==> src/rtl/ps2_host_tx_pkg.sv <==
// Shared definitions for the PS/2 host-to-device transmitter: FSM states,
// abort causes, common command bytes and the frame builder.
package ps2_host_tx_pkg;

    // Transmitter sequencer states.
    typedef enum logic [3:0] {
        ST_IDLE     = 4'd0,
        ST_INHIBIT  = 4'd1,
        ST_RTS      = 4'd2,
        ST_WAIT1    = 4'd3,
        ST_SHIFT    = 4'd4,
        ST_ACK      = 4'd5,
        ST_WAITIDLE = 4'd6,
        ST_DONE     = 4'd7,
        ST_ERR      = 4'd8
    } ps2_state_e;

    // Abort causes reported on err_code_o.
    localparam logic [1:0] ERR_NONE       = 2'd0;
    localparam logic [1:0] ERR_FIRST_EDGE = 2'd1;
    localparam logic [1:0] ERR_FRAME      = 2'd2;
    localparam logic [1:0] ERR_NO_ACK     = 2'd3;

    // Frequently used keyboard commands.
    localparam logic [7:0] PS2_CMD_SETLED = 8'hED;
    localparam logic [7:0] PS2_CMD_RESET  = 8'hFF;

    // Bits shifted out after the start bit: 8 data, odd parity, stop.
    localparam int unsigned FRAME_BITS = 10;

    // Frame image sent LSB first after the start bit: {stop, odd parity, data}.
    function automatic logic [9:0] ps2_frame(input logic [7:0] data);
        return {1'b1, ~^data, data};
    endfunction

endpackage

==> src/rtl/ps2_host_tx_line_filter.sv <==
// Conditioning for one asynchronous PS/2 line: two-flop synchroniser,
// a glitch filter that only accepts a new level after FILT_LEN consecutive
// equal samples, and a registered one-cycle pulse on each filtered 1->0 edge.
module ps2_host_tx_line_filter #(
    parameter int   FILT_LEN   = 8,
    parameter logic IDLE_LEVEL = 1'b1
) (
    input  logic clk_i,
    input  logic rst_i,
    input  logic line_i,
    output logic level_o,
    output logic fall_o
);

    localparam int CW = (FILT_LEN > 1) ? $clog2(FILT_LEN) : 1;
    localparam logic [CW-1:0] CNT_LAST = CW'(FILT_LEN - 1);

    logic          meta_q;
    logic          sync_q;
    logic          level_q;
    logic          level_d;
    logic          fall_q;
    logic [CW-1:0] cnt_q;
    logic [CW-1:0] cnt_d;

    // Bring the raw pin into the clk_i domain; lines idle high.
    always_ff @(posedge clk_i) begin
        if (rst_i) begin
            meta_q <= IDLE_LEVEL;
            sync_q <= IDLE_LEVEL;
        end else begin
            meta_q <= line_i;
            sync_q <= meta_q;
        end
    end

    // Count consecutive samples that disagree with the accepted level;
    // any agreeing sample restarts the count, so short glitches vanish.
    always_comb begin
        level_d = level_q;
        cnt_d   = '0;
        if (sync_q != level_q) begin
            if (cnt_q == CNT_LAST) begin
                level_d = sync_q;
            end else begin
                cnt_d = cnt_q + CW'(1);
            end
        end
    end

    // Filtered level, run counter and registered falling-edge pulse.
    always_ff @(posedge clk_i) begin
        if (rst_i) begin
            level_q <= IDLE_LEVEL;
            cnt_q   <= '0;
            fall_q  <= 1'b0;
        end else begin
            level_q <= level_d;
            cnt_q   <= cnt_d;
            fall_q  <= level_q & ~level_d;
        end
    end

    assign level_o = level_q;
    assign fall_o  = fall_q;

endmodule

==> src/rtl/ps2_host_tx.sv <==
// PS/2 host-to-device transmitter. Runs the inhibit / request-to-send
// sequence, shifts one command byte out on device-generated clock edges,
// checks the device ACK and reports done or an abort cause. Both pins are
// driven open-drain: *_oe_o = 1 pulls the line low, 0 releases it.
//
// Handshake: the byte on tx_data_i is taken on a cycle where tx_valid_i and
// tx_ready_o are both high. tx_ready_o is high only in IDLE; the producer
// holds tx_valid_i until accepted and nothing is queued while busy.
module ps2_host_tx
    import ps2_host_tx_pkg::*;
#(
    parameter int CLK_HZ         = 100_000_000,
    parameter int INHIBIT_CYC    = 12_000,
    parameter int FIRST_EDGE_CYC = 1_500_000,
    parameter int FRAME_CYC      = 200_000,
    parameter int FILT_LEN       = 8
) (
    input  logic       clk_i,
    input  logic       rst_i,
    input  logic [7:0] tx_data_i,
    input  logic       tx_valid_i,
    output logic       tx_ready_o,
    output logic       tx_done_o,
    output logic       tx_err_o,
    output logic [1:0] err_code_o,
    output logic       busy_o,
    input  logic       ps2_clk_i,
    input  logic       ps2_data_i,
    output logic       ps2_clk_oe_o,
    output logic       ps2_data_oe_o,
    output logic [3:0] state_o
);

    // Nonsensical timing values are rejected at elaboration.
    if (CLK_HZ < 1 || INHIBIT_CYC < 1 || FIRST_EDGE_CYC < 1 || FRAME_CYC < 1 || FILT_LEN < 1)
    begin : g_bad_params
        $error("ps2_host_tx: timing parameters must be positive");
    end

    // One shared counter serves the inhibit, first-edge and frame timers.
    localparam int CNT_MAX_A = (INHIBIT_CYC > FIRST_EDGE_CYC) ? INHIBIT_CYC : FIRST_EDGE_CYC;
    localparam int CNT_MAX   = (CNT_MAX_A > FRAME_CYC) ? CNT_MAX_A : FRAME_CYC;
    localparam int CNT_W     = $clog2(CNT_MAX + 1);

    localparam logic [CNT_W-1:0] INHIBIT_LAST = CNT_W'(INHIBIT_CYC - 1);
    localparam logic [CNT_W-1:0] FIRST_LAST   = CNT_W'(FIRST_EDGE_CYC - 1);
    localparam logic [CNT_W-1:0] FRAME_LAST   = CNT_W'(FRAME_CYC - 1);

    // Index of the bit count at which the stop bit goes out (10th fall).
    localparam logic [3:0] STOP_IDX = 4'(FRAME_BITS - 1);

    ps2_state_e       state_q;
    ps2_state_e       state_d;
    logic [9:0]       shift_q;
    logic [9:0]       shift_d;
    logic [3:0]       bit_cnt_q;
    logic [3:0]       bit_cnt_d;
    logic [CNT_W-1:0] cnt_q;
    logic [CNT_W-1:0] cnt_d;
    logic [1:0]       err_code_q;
    logic [1:0]       err_code_d;
    logic             data_oe_q;
    logic             data_oe_d;
    logic             clk_oe;
    logic             done_pulse;
    logic             err_pulse;

    logic             clk_level;
    logic             clk_fall;
    logic             data_meta_q;
    logic             data_sync_q;

    // PS2_CLK: synchronised, glitch filtered, falling-edge pulse.
    ps2_host_tx_line_filter #(
        .FILT_LEN   (FILT_LEN),
        .IDLE_LEVEL (1'b1)
    ) u_clk_filter (
        .clk_i   (clk_i),
        .rst_i   (rst_i),
        .line_i  (ps2_clk_i),
        .level_o (clk_level),
        .fall_o  (clk_fall)
    );

    // PS2_DATA only needs a plain two-flop synchroniser; it is sampled
    // on filtered clock edges, long after it has settled.
    always_ff @(posedge clk_i) begin
        if (rst_i) begin
            data_meta_q <= 1'b1;
            data_sync_q <= 1'b1;
        end else begin
            data_meta_q <= ps2_data_i;
            data_sync_q <= data_meta_q;
        end
    end

    // Sequencer state, frame shifter, timers and registered data driver.
    always_ff @(posedge clk_i) begin
        if (rst_i) begin
            state_q    <= ST_IDLE;
            shift_q    <= '0;
            bit_cnt_q  <= '0;
            cnt_q      <= '0;
            err_code_q <= ERR_NONE;
            data_oe_q  <= 1'b0;
        end else begin
            state_q    <= state_d;
            shift_q    <= shift_d;
            bit_cnt_q  <= bit_cnt_d;
            cnt_q      <= cnt_d;
            err_code_q <= err_code_d;
            data_oe_q  <= data_oe_d;
        end
    end

    // Next-state and line control. Data only changes in the cycle after a
    // filtered fall, i.e. while the device holds the clock low.
    always_comb begin
        state_d    = state_q;
        shift_d    = shift_q;
        bit_cnt_d  = bit_cnt_q;
        cnt_d      = cnt_q;
        err_code_d = err_code_q;
        data_oe_d  = data_oe_q;
        clk_oe     = 1'b0;
        done_pulse = 1'b0;
        err_pulse  = 1'b0;

        unique case (state_q)
            ST_IDLE: begin
                data_oe_d = 1'b0;
                cnt_d     = '0;
                if (tx_valid_i) begin
                    shift_d    = ps2_frame(tx_data_i);
                    bit_cnt_d  = '0;
                    err_code_d = ERR_NONE;
                    state_d    = ST_INHIBIT;
                end
            end

            ST_INHIBIT: begin
                clk_oe = 1'b1;
                if (cnt_q == INHIBIT_LAST) begin
                    cnt_d     = '0;
                    data_oe_d = 1'b1;           // start bit
                    state_d   = ST_RTS;
                end else begin
                    cnt_d = cnt_q + CNT_W'(1);
                end
            end

            ST_RTS: begin
                clk_oe  = 1'b1;                 // start bit overlaps clock low for one cycle
                state_d = ST_WAIT1;
            end

            ST_WAIT1: begin
                if (cnt_q == FIRST_LAST) begin
                    cnt_d      = '0;
                    data_oe_d  = 1'b0;
                    err_code_d = ERR_FIRST_EDGE;
                    state_d    = ST_ERR;
                end else if (clk_fall) begin
                    cnt_d     = '0;             // frame timer starts at the first fall
                    data_oe_d = ~shift_q[0];
                    shift_d   = {1'b1, shift_q[9:1]};
                    bit_cnt_d = 4'd1;
                    state_d   = ST_SHIFT;
                end else begin
                    cnt_d = cnt_q + CNT_W'(1);
                end
            end

            ST_SHIFT, ST_ACK, ST_WAITIDLE: begin
                if (cnt_q == FRAME_LAST) begin
                    cnt_d      = '0;
                    data_oe_d  = 1'b0;
                    err_code_d = ERR_FRAME;
                    state_d    = ST_ERR;
                end else begin
                    cnt_d = cnt_q + CNT_W'(1);
                    if (state_q == ST_SHIFT) begin
                        if (clk_fall) begin
                            data_oe_d = ~shift_q[0];
                            shift_d   = {1'b1, shift_q[9:1]};
                            bit_cnt_d = bit_cnt_q + 4'd1;
                            if (bit_cnt_q == STOP_IDX) begin
                                state_d = ST_ACK;
                            end
                        end
                    end else if (state_q == ST_ACK) begin
                        if (clk_fall) begin
                            if (data_sync_q) begin
                                err_code_d = ERR_NO_ACK;
                                state_d    = ST_ERR;
                            end else begin
                                state_d = ST_WAITIDLE;
                            end
                        end
                    end else begin
                        if (clk_level && data_sync_q) begin
                            state_d = ST_DONE;
                        end
                    end
                end
            end

            ST_DONE: begin
                done_pulse = 1'b1;
                cnt_d      = '0;
                state_d    = ST_IDLE;
            end

            ST_ERR: begin
                err_pulse = 1'b1;
                data_oe_d = 1'b0;
                cnt_d     = '0;
                state_d   = ST_IDLE;
            end

            default: begin
                data_oe_d = 1'b0;
                cnt_d     = '0;
                state_d   = ST_IDLE;
            end
        endcase
    end

    assign tx_ready_o    = (state_q == ST_IDLE);
    assign busy_o        = (state_q != ST_IDLE);
    assign tx_done_o     = done_pulse;
    assign tx_err_o      = err_pulse;
    assign err_code_o    = err_code_q;
    assign ps2_clk_oe_o  = clk_oe;
    assign ps2_data_oe_o = data_oe_q;
    assign state_o       = state_q;

endmodule

==> config.mk <==
export PLATFORM = sky130hd
export DESIGN_NAME = ps2_host_tx
export DESIGN_NICKNAME = d
export VERILOG_FILES = /design/src/rtl/ps2_host_tx_pkg.sv /design/src/rtl/ps2_host_tx_line_filter.sv /design/src/rtl/ps2_host_tx.sv
export SDC_FILE = /design/constraint.sdc
export NUM_CORES = 1
export LEC_CHECK = 0
export ABC_CLOCK_PERIOD_IN_PS = 2190
export CELL_PAD_IN_SITES_DETAIL_PLACEMENT = 0
export CELL_PAD_IN_SITES_GLOBAL_PLACEMENT = 1
export CORE_UTILIZATION = 39
export DETAILED_ROUTE_END_ITERATION = 10
export GPL_TIMING_DRIVEN = 0
export PLACE_DENSITY = 0.76
export REMOVE_ABC_BUFFERS = 1
export SYNTH_ARGS = -nofsm -noshare
export SYNTH_HDL_FRONTEND = slang
export SYNTH_SLANG_ARGS = --single-unit
export TNS_END_PERCENT = 10
==> constraint.sdc <==
create_clock -name clk_i -period 2.19 [get_ports clk_i]
set_clock_uncertainty 0.05 [all_clocks]
set_input_delay 0.657 -clock clk_i [delete_from_list [all_inputs] [get_ports clk_i]]
set_output_delay 0.657 -clock clk_i [all_outputs]
set_load 0.02 [all_outputs]
==> out/summary.txt <==
vias -> 2769
cell count after synthesis -> 364
commonest cells after routing, fill and taps aside -> nand2_1, dfxtp_1, nor2_1, nand3_1, o21ai_0
flops & latches, synth -> 51
power after layout -> 3.00 mW
period utilisation layout -> 98.1%
total grt overflow -> 0
ys async rst share -> 0%
commonest non-fill, non-tap cell in the layout -> nand2_1
Rows -> 30
internal power -> 1.80 mW
slew of the pin with the lowest slew margin -> 821 ps
antenna violations before repair -> 0
Pwr Density -> 845 nW/um2
die height -> 87.9 um
Placement Cell Area -> 3160 um2
# fillers -> 675
Final setup viols -> 0
Switching Fraction -> 39.9%
synthesized area per cell -> 7.91 um2
clk root buf -> clkbuf_8
post-synth top area share -> 35.5%
Max-cap violations -> 0
fmax -> 0.465 GHz
CP endpoint kind -> output pin
crit-path max FO -> 7
drt first pass iters -> 6
Iter 0 DRT Violations -> 225
final hold vios -> 0
sequential area share after synthesis -> 35.5%
I/O Buffers -> 24
clock buffer count from CTS -> 5
Main synth FF type -> dfxtp_1
worst hold-check path type -> register to register
clock sink total -> 51
max-slew violations -> 0
outcome -> complete, no violations
remaining antenna violation count -> 0
DIE WIDTH -> 87.9 um
synth warn -> 0
combinational power share -> 41.0%
Mapped Area -> 2880 um2
Netlist cell types -> 59
core area -> 6940 um2
Final Cell Area -> 3550 um2
crit path time final -> 2150 ps
crit path DAT -> 1440 ps
FF+latch area -> 1050 um2
fin util -> 51.1%
Peak supply drop -> 0.628 mV
vias in the first global route -> 2500
clock tree from TritonCTS -> done
Setup CP Type -> register to output pin
io pins -> 25
share of cells above drive strength 1 -> 18.2%
CP startpoint kind -> register
clock buffer depth -> 2
H-tree depth -> 2
number of antenna diodes -> 0
slew margin rel. -> 44.8%
Worst-path clk slew -> 110 ps
Final nets -> 408
Seq pwr share -> 39.6%
P_sw -> 1.20 mW
WP data required -> 1480 ps
DRC errors left -> 0
initial core utilization -> 41.5%
Clock power frac -> 19.4%
synth top area cells -> dfxtp_1, nand2_1, nand3_1
first-pass GRT wire length -> 12100 um
Post-synth EDFFs -> 0
largest net degree at the start of global routing -> 35
largest area contributor in the netlist -> dfxtp_1
vias per cell -> 5.69
clk_lat worst skew -> 310 ps
GRT Resource Usage Total -> 19.7%
post-DP HPWL -> 4870 um
routability cong. -> 0.810
multi-input logic area -> 1920 um2
die area -> 7730 um2
drt wl/cell -> 15.1 um
Area growth syn-to-layout -> 23.3%
RSZ-0062 raised after global routing -> true
LEAKAGE -> 1.32 nW
final WL -> 7340 um
[metrics by stage]
stage | std cells | setup TNS, ps | hold WS [ps] | setup WS, ps
floorplan | 345 | -1340 | 339 | -326
global placement | 465 | -32260 | 340 | -1320
detailed placement | 465 | -32030 | 344 | -1350
CTS | 479 | -107 | 370 | -94.9
global route | 487 | -139 | 383 | -60.6
finish | 487 | 0 | 370 | 40.6
[synthesized netlist by cell type (all sizes together), types with 2 or more instances]
master	n
nand2b	4
a41oi	2
inv	7
and3	15
buf	6
o211ai	5
ha	5
nand3b	4
nor4b	2
nor2	30
a31oi	3
nand4b	2
nor3	11
a211oi	6
or2	5
mux2i	2
nand4	5
xnor2	10
nand2	49
a311oi	10
nor3b	3
a2111oi	3
a21o	2
dfxtp	51
and2	7
a211o	2
o21ai	23
o31a	2
clkbuf	13
o211a	3
nor2b	3
nor4	6
o21a	2
nand3	28
a21oi	15
xor2	5
[layer usage]
layer,up-vias,part of all wire [%],GRT usage [%]
li1,1388,-,-
met1,1290,49,28.0
met2,81,45,31.1
met3,10,5.2,3.77
met4,0,0.93,3.58
met5,-,0,0
[logic make-up (layout without fill, tap and decap cells)]
logic type      after synthesis  after routing  share of synthesized area, %
compound gates               85             85                          20.2
xor+xnor                     15             15                          4.56
fa+ha+maj                     5              5                          2.17
buf+inv                      26             53                          3.65
flops                        51             51                          35.5
mux                           3              3                          1.09
simple gates                179            179                          32.9
[worst paths after layout]
kind	slack [ps]	to	startpoint	cells past startpoint
max reg2reg	60	shift_q[7]$_SDFFE_PP0P_	cnt_q[0]$_SDFFE_PP0N_	8
max	40	ps2_clk_oe_o	state_o[0]$_SDFFE_PP0P_	4
min reg2reg	370	data_sync_q$_SDFF_PP1_	data_meta_q$_SDFF_PP1_	1
min	370	data_sync_q$_SDFF_PP1_	data_meta_q$_SDFF_PP1_	1
[power groups by stage]
stage / Sequential (mW) / Combinational (mW) / Clock [mW]
finish: 1.19 / 1.23 / 0.583
detailed placement: 1.20 / 1.06 / 0
floorplan: 1.20 / 0.676 / 0
CTS: 1.20 / 1.14 / 0.601
global placement: 1.20 / 1.05 / 0
global route: 1.21 / 1.36 / 0.645
[flip-flops by register name (all words and copies together), names as in the netlist]
| signal | cells |
|---|---|
| shift_q | 10 |
| data_sync_q | 1 |
| err_code_o | 2 |
| u_clk_filter.cnt_q | 3 |
| u_clk_filter.level_o | 1 |
| ps2_data_oe_o | 1 |
| bit_cnt_q | 4 |
| u_clk_filter.meta_q | 1 |
| u_clk_filter.sync_q | 1 |
| cnt_q | 21 |
| state_o | 4 |
| u_clk_filter.fall_o | 1 |
| data_meta_q | 1 |
[final cells by class]
type | instances | area share [%]
clock inverters | 3 | 0.634
repair buffers | 38 | 9.73
inverters | 7 | 0.740
flip-flops and latches | 51 | 29.5
well taps | 96 | 3.38
clock buffers | 5 | 1.94
multi-input cells | 287 | 54.1
[critical path, stage by stage (launching register included)]
cell	delay (ps)
dfxtp_4	420
nor2b_4	220
nand2_1	130
nand2_1	100
clkdlybuf4s15_2	260
[what timing repair did]
action                     4_1_cts  5_1_grt
setup endpoints to repair       55       44
buffers inserted                 6        8
hold buffers                     0        0
gates resized for setup         40       31
pin swaps                        2        4
(Power assumes the default switching activity.)
